### config.mk
export PLATFORM = sky130hd
export DESIGN_NAME = mem_port_sequencer
export DESIGN_NICKNAME = d
export VERILOG_FILES = /design/src/rtl/mem_port_sequencer.sv
export SDC_FILE = /design/constraint.sdc
export NUM_CORES = 1
export LEC_CHECK = 0
export BUFFER_PORTS_ARGS = -buffer_cell sky130_fd_sc_hd__buf_2
export CAP_MARGIN = 10
export CORE_MARGIN = 5
export CORE_UTILIZATION = 30
export DETAILED_ROUTE_END_ITERATION = 16
export PLACE_DENSITY = 0.62
export SYNTH_ARGS = -nofsm -noshare
export SYNTH_HDL_FRONTEND = slang
export SYNTH_SLANG_ARGS = --single-unit
### constraint.sdc
create_clock -name clk -period 2.67 [get_ports clk]
set_clock_uncertainty 0.15 [all_clocks]
set_input_delay 0.4005 -clock clk [delete_from_list [all_inputs] [get_ports clk]]
set_output_delay 0.4005 -clock clk [all_outputs]
set_load 0.005 [all_outputs]
### src/rtl/mem_port_sequencer.sv
// Memory port sequencer: arbitrates instruction fetch and data accesses onto a
// single-ported unified memory using a req/ack handshake, returns read data with
// one-cycle done pulses and aborts any access that waits too long (sticky bus_err).
// Optional build macro MEM_SEQ_PERF_CNT_EN adds grant and wait-cycle counters.
module mem_port_sequencer #(
  parameter int unsigned AW             = 32,
  parameter int unsigned DW             = 32,
  parameter int unsigned WAIT_MAX       = 16,
  parameter int unsigned DATA_BURST_MAX = 4
) (
  input  logic          clk,
  input  logic          reset,
  input  logic          if_req,
  input  logic [AW-1:0] if_addr,
  output logic [DW-1:0] if_rdata,
  output logic          if_done,
  input  logic          d_req,
  input  logic          d_we,
  input  logic [AW-1:0] d_addr,
  input  logic [DW-1:0] d_wdata,
  output logic [DW-1:0] d_rdata,
  output logic          d_done,
  output logic          mem_req,
  output logic          mem_we,
  output logic [AW-1:0] mem_addr,
  output logic [DW-1:0] mem_wdata,
  input  logic [DW-1:0] mem_rdata,
  input  logic          mem_ack,
  output logic          bus_err,
  output logic          busy
`ifdef MEM_SEQ_PERF_CNT_EN
  ,
  output logic [31:0]   perf_if_grants,
  output logic [31:0]   perf_d_grants,
  output logic [31:0]   perf_wait_cycles
`endif
);

  localparam int unsigned WCW = $clog2(WAIT_MAX + 1);
  localparam int unsigned BCW = $clog2(DATA_BURST_MAX + 1);
  localparam logic [WCW-1:0] WaitLast = WCW'(WAIT_MAX - 1);
  localparam logic [BCW-1:0] BurstMax = BCW'(DATA_BURST_MAX);

  typedef enum logic [1:0] {StIdle, StIfWait, StDWait, StErr} state_e;

  state_e          state_q, state_d;
  logic            mem_req_q, mem_req_d;
  logic            mem_we_q, mem_we_d;
  logic [AW-1:0]   mem_addr_q, mem_addr_d;
  logic [DW-1:0]   mem_wdata_q, mem_wdata_d;
  logic [DW-1:0]   if_rdata_q, if_rdata_d;
  logic [DW-1:0]   d_rdata_q, d_rdata_d;
  logic            if_done_q, if_done_d;
  logic            d_done_q, d_done_d;
  logic            bus_err_q, bus_err_d;
  logic [WCW-1:0]  wait_cnt_q, wait_cnt_d;
  logic [BCW-1:0]  burst_cnt_q, burst_cnt_d;

  logic if_elig, d_elig, grant_if, grant_d;

  // Arbitration: a requester being released this cycle (done high) is not eligible.
  always_comb begin
    if_elig  = if_req & ~if_done_q;
    d_elig   = d_req & ~d_done_q;
    grant_if = 1'b0;
    grant_d  = 1'b0;
    if (state_q == StIdle) begin
      if (d_elig && !((burst_cnt_q == BurstMax) && if_elig)) begin
        grant_d = 1'b1;
      end else if (if_elig) begin
        grant_if = 1'b1;
      end
    end
  end

  // Next-state and registered-output logic.
  always_comb begin
    state_d     = state_q;
    mem_req_d   = mem_req_q;
    mem_we_d    = mem_we_q;
    mem_addr_d  = mem_addr_q;
    mem_wdata_d = mem_wdata_q;
    if_rdata_d  = if_rdata_q;
    d_rdata_d   = d_rdata_q;
    if_done_d   = 1'b0;
    d_done_d    = 1'b0;
    bus_err_d   = bus_err_q;
    wait_cnt_d  = wait_cnt_q;
    burst_cnt_d = burst_cnt_q;
    unique case (state_q)
      StIdle: begin
        wait_cnt_d = '0;
        if (grant_d) begin
          state_d     = StDWait;
          mem_req_d   = 1'b1;
          mem_we_d    = d_we;
          mem_addr_d  = d_addr;
          mem_wdata_d = d_wdata;
          // Only consecutive data grants that hold off a waiting fetch count.
          if (if_req) begin
            if (burst_cnt_q != BurstMax) burst_cnt_d = burst_cnt_q + 1'b1;
          end else begin
            burst_cnt_d = '0;
          end
        end else if (grant_if) begin
          state_d     = StIfWait;
          mem_req_d   = 1'b1;
          mem_we_d    = 1'b0;
          mem_addr_d  = if_addr;
          mem_wdata_d = '0;
          burst_cnt_d = '0;
        end
      end
      StIfWait, StDWait: begin
        if (mem_ack) begin
          mem_req_d = 1'b0;
          state_d   = StIdle;
          if (state_q == StIfWait) begin
            if_rdata_d = mem_rdata;
            if_done_d  = 1'b1;
          end else begin
            d_done_d = 1'b1;
            if (!mem_we_q) d_rdata_d = mem_rdata;
          end
        end else begin
          wait_cnt_d = wait_cnt_q + 1'b1;
          // Last permitted wait cycle without ack: abort, no done pulse.
          if (wait_cnt_q == WaitLast) begin
            mem_req_d = 1'b0;
            bus_err_d = 1'b1;
            state_d   = StErr;
          end
        end
      end
      StErr: begin
        mem_req_d = 1'b0;
      end
      default: begin
        state_d = StIdle;
      end
    endcase
  end

  // State register with synchronous reset.
  always_ff @(posedge clk) begin
    if (reset) begin
      state_q     <= StIdle;
      mem_req_q   <= 1'b0;
      mem_we_q    <= 1'b0;
      mem_addr_q  <= '0;
      mem_wdata_q <= '0;
      if_rdata_q  <= '0;
      d_rdata_q   <= '0;
      if_done_q   <= 1'b0;
      d_done_q    <= 1'b0;
      bus_err_q   <= 1'b0;
      wait_cnt_q  <= '0;
      burst_cnt_q <= '0;
    end else begin
      state_q     <= state_d;
      mem_req_q   <= mem_req_d;
      mem_we_q    <= mem_we_d;
      mem_addr_q  <= mem_addr_d;
      mem_wdata_q <= mem_wdata_d;
      if_rdata_q  <= if_rdata_d;
      d_rdata_q   <= d_rdata_d;
      if_done_q   <= if_done_d;
      d_done_q    <= d_done_d;
      bus_err_q   <= bus_err_d;
      wait_cnt_q  <= wait_cnt_d;
      burst_cnt_q <= burst_cnt_d;
    end
  end

  assign mem_req   = mem_req_q;
  assign mem_we    = mem_we_q;
  assign mem_addr  = mem_addr_q;
  assign mem_wdata = mem_wdata_q;
  assign if_rdata  = if_rdata_q;
  assign d_rdata   = d_rdata_q;
  assign if_done   = if_done_q;
  assign d_done    = d_done_q;
  assign bus_err   = bus_err_q;
  assign busy      = (state_q != StIdle);

`ifdef MEM_SEQ_PERF_CNT_EN
  logic [31:0] perf_if_q, perf_d_q, perf_wait_q;

  // Wrapping grant and stalled-request counters.
  always_ff @(posedge clk) begin
    if (reset) begin
      perf_if_q   <= '0;
      perf_d_q    <= '0;
      perf_wait_q <= '0;
    end else begin
      if (grant_if) perf_if_q <= perf_if_q + 32'd1;
      if (grant_d) perf_d_q <= perf_d_q + 32'd1;
      if (mem_req_q && !mem_ack) perf_wait_q <= perf_wait_q + 32'd1;
    end
  end

  assign perf_if_grants   = perf_if_q;
  assign perf_d_grants    = perf_d_q;
  assign perf_wait_cycles = perf_wait_q;
`endif

endmodule

---- Yosys cells after proc, flatten, opt, wreduce, memory -nomap -nowiden ----
Cells that the tools add are included.
storage, ports and cells
  output and inout port bits .............. 134
  flip-flop bits (word level) ............. 143
  word-level logic and storage cells ...... 78
  input port bits ......................... 134
cells by class
  equal/unequal tests ..................... 10
  multiplexer cells ....................... 29
  bitwise logic cells ..................... 8
  add/sub/neg operators ................... 2
  reduce and logical (&&, ||, !) cells .... 17
operators by type and width
  kind                   count
  $mux W32               4
  $mux W1                13
  $mux W3                4
  $reduce_and A3 Y1      4
  $pmux W5 S2            1
  $ne A3 B3 Y1 const B   3
  $mux W2                4
  $not A1 Y1             6
  $reduce_and A2 Y1      3
  $reduce_bool A2 Y1     3
  $add A5 B1 Y5 const B  1
  $eq A5 B4 Y1 const B   1
  $mux W5                1
  $eq A2 B2 Y1 const B   2
  $pmux W2 S2            1
  $reduce_and A4 Y1      1
  $add A3 B1 Y3 const B  1
  $eq A3 B3 Y1 const B   1
  $ne A3 B2 Y1 const B   1
  $pmux W1 S3            1
  $reduce_or A3 Y1       1
  $and A1 B1 Y1          2
  $eq A2 B1 Y1 const B   1
  $logic_and A1 B1 Y1    2
  other kinds (4)        4

---- Logic depth before layout (Yosys ltp) ----
Gate-level depths: netlist of the first run.
  depth in word-level cells ............... 10
  mapped depth ............................ 9
  mapped depth without buffers ............ 7

---- Worst setup path after synthesis of the first run ----
No wires, ideal clock.
  kind .................................... register -> register
  start point ............................. reg state_q[0]
  end point ............................... reg d_rdata_q[10] (netlist: d_rdata[10])
  path slack .............................. 778 ps
  stages on the path, launching flop included .. 10
  period minus slack after synthesis ...... 1892 ps
  data required time ...................... 2388 ps
  arrival time ............................ 1609 ps
  path through ............................ dfxtp_1 inv_1 ha_1 buf_2 nand2_1 or3_1 clkbuf_1 buf_2 nand2_1 a21oi_1
on the way
  word-level cells in the longest chain between the ends .. 3
  elaborated cells between the ends (all ways) .. 5
  classes of those cells .................. eq/ne: 2; bitwise: 1; reduce/logical: 2
RTL lines
  item                                            line     RTL
  start: declaration                              46       state_e state_q, state_d;
  start signal: assignment                        147      state_q <= StIdle;
  start signal: assignment                        160      state_q <= state_d;
  $eq A2 B1 Y1 or $eq A2 B2 Y1 (tied branches)    90, 118
  $reduce_or A2 Y1 or $not A1 Y1 (tied branches)  n/a
  $reduce_and A4 Y1 (no line) *                   n/a
  end signal: assignment                          166      d_rdata_q <= d_rdata_d;
  end: declaration                                52       logic [DW-1:0] d_rdata_q, d_rdata_d;
Mark *: on every way between the ends. The rest lies on a longest branch, timed or not.
A chain may end at the register's enable or synchronous reset.

---- Final worst setup path of the first run ----
  start point ............................. reg state_q[0]
  end point ............................... reg mem_addr_q[13] (netlist: mem_addr[13])
on the way
  word-level cells in the longest chain between the ends .. 4
  elaborated cells between the ends (all ways) .. 6
  classes of those cells .................. mux: 3; reduce/logical: 3
RTL lines
  item                          line    RTL
  $logic_not A2 Y1 *            67, 90
  $mux W1                       67      if (state_q == StIdle) begin
  $reduce_bool A2 Y1 (no line)  n/a
  $reduce_and A2 Y1 (no line)   n/a
  end signal: assignment        163     mem_addr_q <= mem_addr_d;
  end: declaration              49      logic [AW-1:0] mem_addr_q, mem_addr_d;
Marked as above.

==> results of run 1 <==
## power by group through the flow
stage	registers [mW]	clock network [mW]	logic, mW
CTS	2.85	2.48	2.42
finish	2.84	2.40	2.38
detailed placement	2.89	0	2.42
floorplan	2.93	0	1.48
global placement	2.89	0	2.39
global route	2.91	2.56	2.64
## through the flow
| stage | setup slack, ns | utilization, % | std cells | instance area [µm²] | hold slack (ns) |
|---|---|---|---|---|---|
| CTS | 0.4509 | 41.60 | 1121 | 7756 | 0.04741 |
| global route | 0.2813 | 41.60 | 1121 | 7756 | 0.05122 |
| floorplan | 0.7783 | - | 627 | 5649 | 0.2895 |
| global placement | 0.5095 | 38.40 | 1089 | 7159 | 0.2882 |
| detailed placement | 0.4423 | 38.40 | 1089 | 7159 | 0.2941 |
| finish | 0.4625 | 41.60 | 1121 | 7756 | 0.06651 |
## metal layers
metal,vias to the layer above,part of all wire [%]
met5,-,0.078
met4,2,1.3
met3,17,9.3
met2,189,47
met1,2387,42
li1,2639,-
## state kept, by name, indices dropped and copies added (netlist names)
register     cells
burst_cnt_q      3
bus_err          1
d_done           1
d_rdata         32
if_done          1
if_rdata        32
mem_addr        32
mem_req          1
mem_wdata       32
mem_we           1
state_q          2
wait_cnt_q       5
## cells by family (layout without fill, tap and decap cells)
group / Yosys count / in the layout / synth area share [%]
fa+ha+maj: 6 / 6 / 1.329
flops: 143 / 143 / 50.68
buf+inv: 56 / 316 / 4.850
simple gates: 235 / 235 / 16.88
compound gates: 155 / 155 / 20.60
mux: 32 / 32 / 5.670
## critical path, cell delays in order, from the launching register on
cell and delay (ns):
dfxtp_1 0.32, inv_1 0.07, ha_1 0.38, nand3b_1 0.19, a31oi_4 0.20, buf_12 0.37
mux2i_1 0.29, a211oi_2 0.09
## cells in the final DEF (no fill, tap or decap), types with 2 or more instances in the layout
| master | count |
|---|---|
| buf_2 | 266 |
| dfxtp_1 | 143 |
| nand2_1 | 134 |
| nor2_1 | 78 |
| a21oi_1 | 70 |
| a22oi_1 | 34 |
| mux2i_1 | 32 |
| a211oi_2 | 32 |
| clkbuf_16 | 17 |
| inv_1 | 8 |
| buf_4 | 7 |
| ha_1 | 6 |
| nor3_1 | 5 |
| clkinvlp_4 | 5 |
| a311oi_1 | 4 |
| o21ai_0 | 3 |
| nand2b_1 | 3 |
| inv_6 | 3 |
| buf_12 | 3 |
| and3_1 | 2 |
| or3_1 | 2 |
| a211oi_1 | 2 |
| nor3b_1 | 2 |
| bufinv_16 | 2 |
| clkinv_4 | 2 |
## worst paths after layout
path | end | slack [ns] | cells past startpoint
setup / recovery | mem_addr[13]$_SDFFE_PP0P_ | 0.46 | 7
setup reg to reg | mem_addr[13]$_SDFFE_PP0P_ | 0.46 | 7
hold / removal | if_rdata[2]$_SDFFE_PP0P_ | 0.07 | 3
hold reg to reg | if_rdata[31]$_SDFFE_PP0P_ | 0.30 | 2
## layout make-up
type	count	area [µm²]	area share (%)
flip-flops and latches	143	2863	36.91
multi-input cells	428	2530	32.62
repair buffers	276	1444	18.62
clock buffers	18	439.2	5.662
well taps	234	292.8	3.775
clock inverters	14	157.7	2.033
inverters	8	30.03	0.3872
==> results_dict.tcl, run 1 <==
set metrics [dict create \
    maxSlewViolCount 0 \
    grtUsageMet1_pct 17.07 \
    yosysSeqAreaShare_pct 50.68 \
    cts_resized 0 \
    drc 0 \
    syn2layout_area_growth_pct 37.30 \
    grt_use_met3_pct 6.477 \
    yosys_warnings 0 \
    antenna_found_initial 1 \
    pwr_density_cell_nw_per_um2 983.3 \
    grtUsageMet2_pct 25.14 \
    hold_buffers 0 \
    timing.setup.tns_ns 0 \
    hp-class "in -> reg" \
    portBuffers 267 \
    synth_top_area_share_pct 50.68 \
    die_w_um 147.2 \
    finalSetupViolCount 0 \
    firstDrtPassIters 4 \
    vias 5234 \
    yosysTopAreaCell "dfxtp_1" \
    rows 50 \
    cp_max_fo 68 \
    nets 1014 \
    cts_buffer_depth 2 \
    async_reset_ff_share_pct 0 \
    path_clk_slew_ns 0.06 \
    synth_area_um2 5649 \
    crit_path_end_kind "register" \
    drv_cap 0 \
    fillCellCount 1849 \
    grt_start_max_net_pins 69 \
    yosys_register_bits 143 \
    dr.first_iter.drc_count 206 \
    ir_drop_mv 0.4372 \
    rsz0062_at_grt "false" \
    drive_above_1_share_pct 39.01 \
    clkLatencyLatePin_ns 0.42 \
    sequentialPowerShare_pct 37.3 \
    power_frac_clock_pct 31.5 \
    routedWlPerCell_um 14.95 \
    p_comb_share_pct 31.2 \
    die_h_um 147.2 \
    yosys-top-cells-area "dfxtp_1, nand2_1, a211oi_2" \
    cts-htree-levels 4 \
    antennaDiodeCount 0 \
    p_sw_share_pct 33.93 \
    grt.busiest_layer "met2" \
    synth_edf_count 0 \
    cp.arrival_ns 2.35 \
    p_leak_nw 3.496 \
    worst_pin_slew_ns 0.5244 \
    synth_fp_nets 767 \
    grt_pass1_wl_um 26040 \
    syn_avg_cell_area_um2 9.010 \
    dp_hpwl_um 11540 \
    hold_start "mem_rdata[2]" \
    power.internal_mw 5.039 \
    crit-reg2reg-launch "state_q[0]$_SDFFE_PP0P_" \
    cts_tree "built" \
    cp.required_ns 2.81 \
    place.gp.congestion 0.7325 \
    start_util_pct 30.30 \
    postCtsSetupBuffers 0 \
    p_total_mw 7.627 \
    root_buffer "clkbuf_16" \
    synth.most_common_cell "dfxtp_1" \
    grt_usage_pct 14.97 \
    relSlewSlack_pct 65.04 \
    dieArea_um2 21680 \
    cts.sinks 143 \
    worst-setup-path-type "reg -> reg" \
    antenna_left 0 \
    power_switching_mw 2.588 \
    timing.final.crit_period_ns 2.207 \
    grt-ovfl-total 0 \
    ys_top_cells_by_count "dfxtp_1, nand2_1, nor2_1" \
    synth_cell_types 41 \
    postRouteWirelength_um 16750 \
    ys.flop_type "dfxtp_1" \
    start_kind "register" \
    finalCritPeriodShare_pct 82.68 \
    io_pins 268 \
    status "finished clean" \
    cts_buffers 17 \
    fp.coreArea_um2 18640 \
    final_hold_viol_count 0 \
    fmax_mhz 453.0 \
    first_global_vias 4962 \
    synthCells 627 \
    critPathLaunch "state_q[0]$_SDFFE_PP0P_" \
    viasPerCell 4.669 \
]
No activity file was read; power rests on OpenSTA's default activity.
==> run 2, diff against run 1 <==
Clock period 2.67 ns to 2.2 ns, I/O delays scaled along.
==> run 2 against run 1 <==
Against the previous run:
- sequential power up 22%
- register-to-register slack worse by 0.25 ns
- sequential cell count unchanged
- wire length up 3.2%
- critical path type is now reg -> out
- largest cell class unchanged
==> results_dict.tcl, run 2 (synthesis gave the netlist of run 1 again) <==
set metrics [dict create \
    worst-setup-path-type "reg -> out" \
    hold_start "d_wdata[16]" \
    pwr_density_cell_nw_per_um2 1134 \
    start_kind "register" \
    dp_hpwl_um 11830 \
    cp_max_fo 10 \
    antenna_found_initial 0 \
    root_buffer "clkbuf_16" \
    viasPerCell 4.629 \
    cts_tree "built" \
    p_leak_nw 3.725 \
    r2r_end "d_rdata[9]$_SDFFE_PP0P_" \
    worstPathCellList "inv_1 -> ha_1 -> buf_4 -> inv_1 -> buf_2" \
    multi_input_area_um2 2530 \
    portBuffers 267 \
    final_cell_mix "buf_2, dfxtp_1, nand2_1" \
    start_util_pct 30.30 \
    grt-ovfl-total 0 \
    cts-htree-levels 4 \
    min_to "mem_wdata[16]$_SDFFE_PP0P_" \
    cpPeakStageDelay_ns 0.35 \
    routedWlPerCell_um 14.77 \
    syn2layout_area_growth_pct 46.69 \
    rows 50 \
    fillCellCount 1807 \
    antenna_left 0 \
    crit-reg2reg-launch "state_q[0]$_SDFFE_PP0P_" \
    timing.setup.tns_ns 0 \
    postCtsSetupBuffers 0 \
    relSlewSlack_pct 72.96 \
    hp-class "in -> reg" \
    nets 1063 \
    clkLatencyLatePin_ns 0.41 \
    cp_top_family "buffers and inverters" \
    grt_usage_pct 15.72 \
    drc 0 \
    fmax_mhz 489.1 \
    cts_buffers 17 \
    ir_drop_mv 0.4942 \
    drive_above_1_share_pct 37.71 \
    reg2reg_depth 7 \
    die_w_um 147.2 \
    final_common_cell "buf_2" \
    first_global_vias 5394 \
    cp.required_ns 1.72 \
    io_pins 268 \
    p_total_mw 9.400 \
    cp_num_buf_inv 4 \
    cp.arrival_ns 1.56 \
    critPathLaunch "state_q[0]$_SDFFE_PP0P_" \
    timing.final.crit_period_ns 2.045 \
    firstDrtPassIters 7 \
    critPathMostFrequentCell "inv_1" \
    worst_pin_slew_ns 0.4056 \
    cts_buffer_depth 2 \
    maxSlewViolCount 0 \
    postRouteWirelength_um 17280 \
    status "finished clean" \
    seqCellArea_um2 2863 \
    cts.sinks 143 \
    cts_resized 0 \
    dr.first_iter.drc_count 212 \
    hold_path_depth 3 \
    antennaDiodeCount 0 \
    vias 5416 \
    finalSetupViolCount 0 \
    final_hold_viol_count 0 \
    fp.coreArea_um2 18640 \
    rrSetupSlack_ns 0.21 \
    grt_pass1_wl_um 27830 \
    place.gp.congestion 0.7461 \
    drv_cap 0 \
    finalCritPeriodShare_pct 92.94 \
    dieArea_um2 21680 \
    die_h_um 147.2 \
    path_clk_slew_ns 0.06 \
    rsz0062_at_grt "false" \
    critPathSlowestCell "dfxtp_1" \
    crit_path_end_kind "primary output" \
    grt_start_max_net_pins 67 \
]
[run 2: cell count changes in the layout (fill, tap and decap cells not counted), sizes merged]
cell         delta
bufinv          -1
clkinvlp        -1
inv             +3
dlygate4sd3    +42
buf             +7
clkbuf          -1
[run 2: power by group]
part,internal (mW),switching [mW]
sequential,3.17,0.292
combinational,1.40,1.71
clock,1.60,1.23
[run 2: layer usage]
metal / GRT usage (%) / part of all wire, % / vias to the layer above
met5: 0 / 0 / -
met4: 5.172 / 1.5 / 0
met3: 5.768 / 8.9 / 20
met2: 26.77 / 48 / 214
met1: 18.35 / 42 / 2442
li1: - / - / 2740
[run 2: layout make-up]
cell class	instances	area share, %
Timing Repair Buffer	325	24.04
Clock buffer	17	5.134
Sequential cell	143	34.55
Inverter	8	0.3624
Multi-Input combinational cell	428	30.53
Clock inverter	15	1.857
Tap cell	234	3.533
[run 2: stage by stage]
step	hold WS, ns	utilization, %	instances	setup WS (ns)	area [µm²]
after CTS	0.0002727	44.45	1170	0.1110	8287
after global placement	0.2883	39.09	1096	0.2538	7287
after global routing	0.005784	44.45	1170	0.02380	8287
after detailed placement	0.2946	39.09	1096	0.2172	7287
final	0.01685	44.45	1170	0.1554	8287
after floorplan	0.2895	-	627	0.3083	5649
[run 2: worst reg2reg max path, cell delays in order, from the launching register on]
cell and delay, ns:
dfxtp_1 0.35, inv_1 0.07, ha_1 0.44, nand2_1 0.10, or3_1 0.31, buf_4 0.26
nand2_1 0.13, a21oi_1 0.06
[run 2: how the worst max path moves through the flow]
stage / endpoint / cells past startpoint
2_1_floorplan: d_rdata[10]$_SDFFE_PP0P_ / 9
3_3_place_gp: d_rdata[6]$_SDFFE_PP0P_ / 7
3_5_place_dp: d_rdata[10]$_SDFFE_PP0P_ / 7
4_1_cts: busy / 5
5_1_grt: state_q[1]$_SDFFE_PP0P_ / 7
6_report: busy / 5
[run 2: timing repair]
item | 4_1_cts | 5_1_grt
hold endpoints to repair | 59 | 0
hold buffers | 42 | 0
endpoints found under the setup margin | 0 | 0
==> run 3, diff against run 2 <==
Settings changed: CORE_ASPECT_RATIO set to 1.1.
==> run 3 against run 2 <==
Against the previous run:
- wire length decreased by 4.5%
- sequential power about the same
- sequential cell count unchanged
- register-to-register slack got worse by 0.04 ns
- highest routed layer unchanged
- via count decreased by 0.35%
- clock power about the same
- utilization decreased by 0.59 points
- design area decreased by 2.2%
- critical path type is now reg -> reg
==> results_dict.tcl, run 3 (synthesis gave the netlist of run 1 again) <==
set metrics [dict create \
    cts_buffer_depth 2 \
    fp.coreArea_um2 18480 \
    grt-ovfl-total 0 \
    final_hold_viol_count 0 \
    vias 5397 \
    rsz0062_at_grt "false" \
    p_total_mw 9.325 \
    grt_usage_pct 14.71 \
    path_clk_slew_ns 0.06 \
    ir_drop_mv 0.5094 \
    grt_pass1_wl_um 26140 \
    finalCritPeriodShare_pct 92.24 \
    first_global_vias 5181 \
    place_inst 1103 \
    die_w_um 140.8 \
    hp-class "in -> reg" \
    timing.final.crit_period_ns 2.029 \
    power.internal_mw 6.249 \
    clkLatencyLatePin_ns 0.41 \
    cp.required_ns 2.37 \
    antenna_found_initial 0 \
    crit_path_end_kind "register" \
    root_buffer "clkbuf_16" \
    postCtsSetupBuffers 0 \
    sequentialPowerShare_pct 37.1 \
    nets 1043 \
    cts.sinks 143 \
    viasPerCell 4.657 \
    maxSlewViolCount 0 \
    dp_hpwl_um 11410 \
    start_kind "register" \
    stdcell_count 1159 \
    firstDrtPassIters 4 \
    final_common_cell "buf_2" \
    routedWlPerCell_um 14.24 \
    die_h_um 153.9 \
    timing.setup.tns_ns 0 \
    cts_tree "built" \
    p_leak_nw 3.650 \
    worst-setup-path-type "reg -> reg" \
    grt_start_max_net_pins 83 \
    dr.first_iter.drc_count 207 \
    drv_cap 0 \
    portBuffers 267 \
    status "finished clean" \
    p_comb_share_pct 32.4 \
    p_sw_share_pct 32.98 \
    cts_buffers 17 \
    finalSetupViolCount 0 \
    power_frac_clock_pct 30.5 \
    power_switching_mw 3.075 \
    pwr_density_cell_nw_per_um2 1151 \
    antenna_left 0 \
    drc 0 \
    io_pins 268 \
    antennaDiodeCount 0 \
    worst_pin_slew_ns 0.4141 \
    cts-htree-levels 4 \
    drive_above_1_share_pct 38.32 \
    postRouteWirelength_um 16510 \
    cp.arrival_ns 2.20 \
    cp_max_fo 4 \
    rows 52 \
    final_cell_mix "buf_2, dfxtp_1, nand2_1" \
    place.gp.congestion 0.7651 \
    syn2layout_area_growth_pct 43.46 \
    relSlewSlack_pct 72.39 \
    start_util_pct 30.57 \
    dieArea_um2 21680 \
    fmax_mhz 492.8 \
]
## run 3: cell types whose count changed in the layout (fill, tap and decap cells not counted), moves of 2 or more
cell,change
clkbuf_8,+2
clkinv_2,+2
clkinvlp_4,-2
dlygate4sd3_1,-18
inv_8,-4
## run 3: path summary, 6_finish.rpt
| check | from | end | slack [ns] | cells after the start |
|---|---|---|---|---|
| worst max-delay path | wait_cnt_q[0]$_SDFFE_PP0P_ | state_q[1]$_SDFFE_PP0P_ | 0.17 | 7 |
| worst min-delay path | d_wdata[19] | mem_wdata[19]$_SDFFE_PP0P_ | 0.02 | 3 |
| worst max register to register | wait_cnt_q[0]$_SDFFE_PP0P_ | state_q[1]$_SDFFE_PP0P_ | 0.17 | 7 |
| worst min register to register | d_rdata[18]$_SDFFE_PP0P_ | d_rdata[18]$_SDFFE_PP0P_ | 0.30 | 2 |
## run 3: repair_timing
| item | 4_1_cts | 5_1_grt |
|---|---|---|
| hold buffers | 24 | 0 |
| endpoints found under the setup margin | 0 | 1 |
| resized for setup | 0 | 1 |
| hold endpoints to repair | 35 | 0 |
## run 3: per-stage QoR
step / utilization [%] / area [µm²] / hold slack (ns) / worst slack [ns]
floorplan: - / 5649 / 0.2895 / 0.3083
global placement: 39.35 / 7271 / 0.2880 / 0.2208
detailed placement: 39.35 / 7271 / 0.2932 / 0.1795
CTS: 43.84 / 8102 / 0.0003276 / 0.1611
global route: 43.86 / 8104 / 0.01063 / 0.0003679
finish: 43.86 / 8104 / 0.02171 / 0.1706
## run 3: area by class of cell
type                            instances  area, µm²
Tap cell                              243      304.0
Clock buffer                           20      456.7
Multi-Input combinational cell        428       2532
Sequential cell                       143       2863
Clock inverter                         12      133.9
Inverter                                8      30.03
Fill cell                            1822      10370
Timing Repair Buffer                  305       1784
## run 3: layer usage
layer,GRT usage [%],up-vias,share of wire [%]
met3,6.555,18,10
met4,4.569,0,1.4
met1,17.27,2476,41
met5,0,-,0
li1,-,2691,-
met2,24.11,212,47
## run 3: worst max-delay path, cell delays in order, from the launching register on
cell and delay, ns:
dfxtp_1 0.34, ha_1 0.22, and3_1 0.19, ha_1 0.23, nor3b_1 0.35, a311oi_1 0.11, a21boi_0 0.15, a211oi_1 0.22
## run 3: power groups by stage
stage	logic (mW)	clock network, mW	registers [mW]
after floorplan	1.80	0	3.56
after global placement	3.00	0	3.48
after detailed placement	3.03	0	3.50
after CTS	3.06	2.95	3.46
after global routing	3.36	3.06	3.53
final	3.02	2.85	3.46
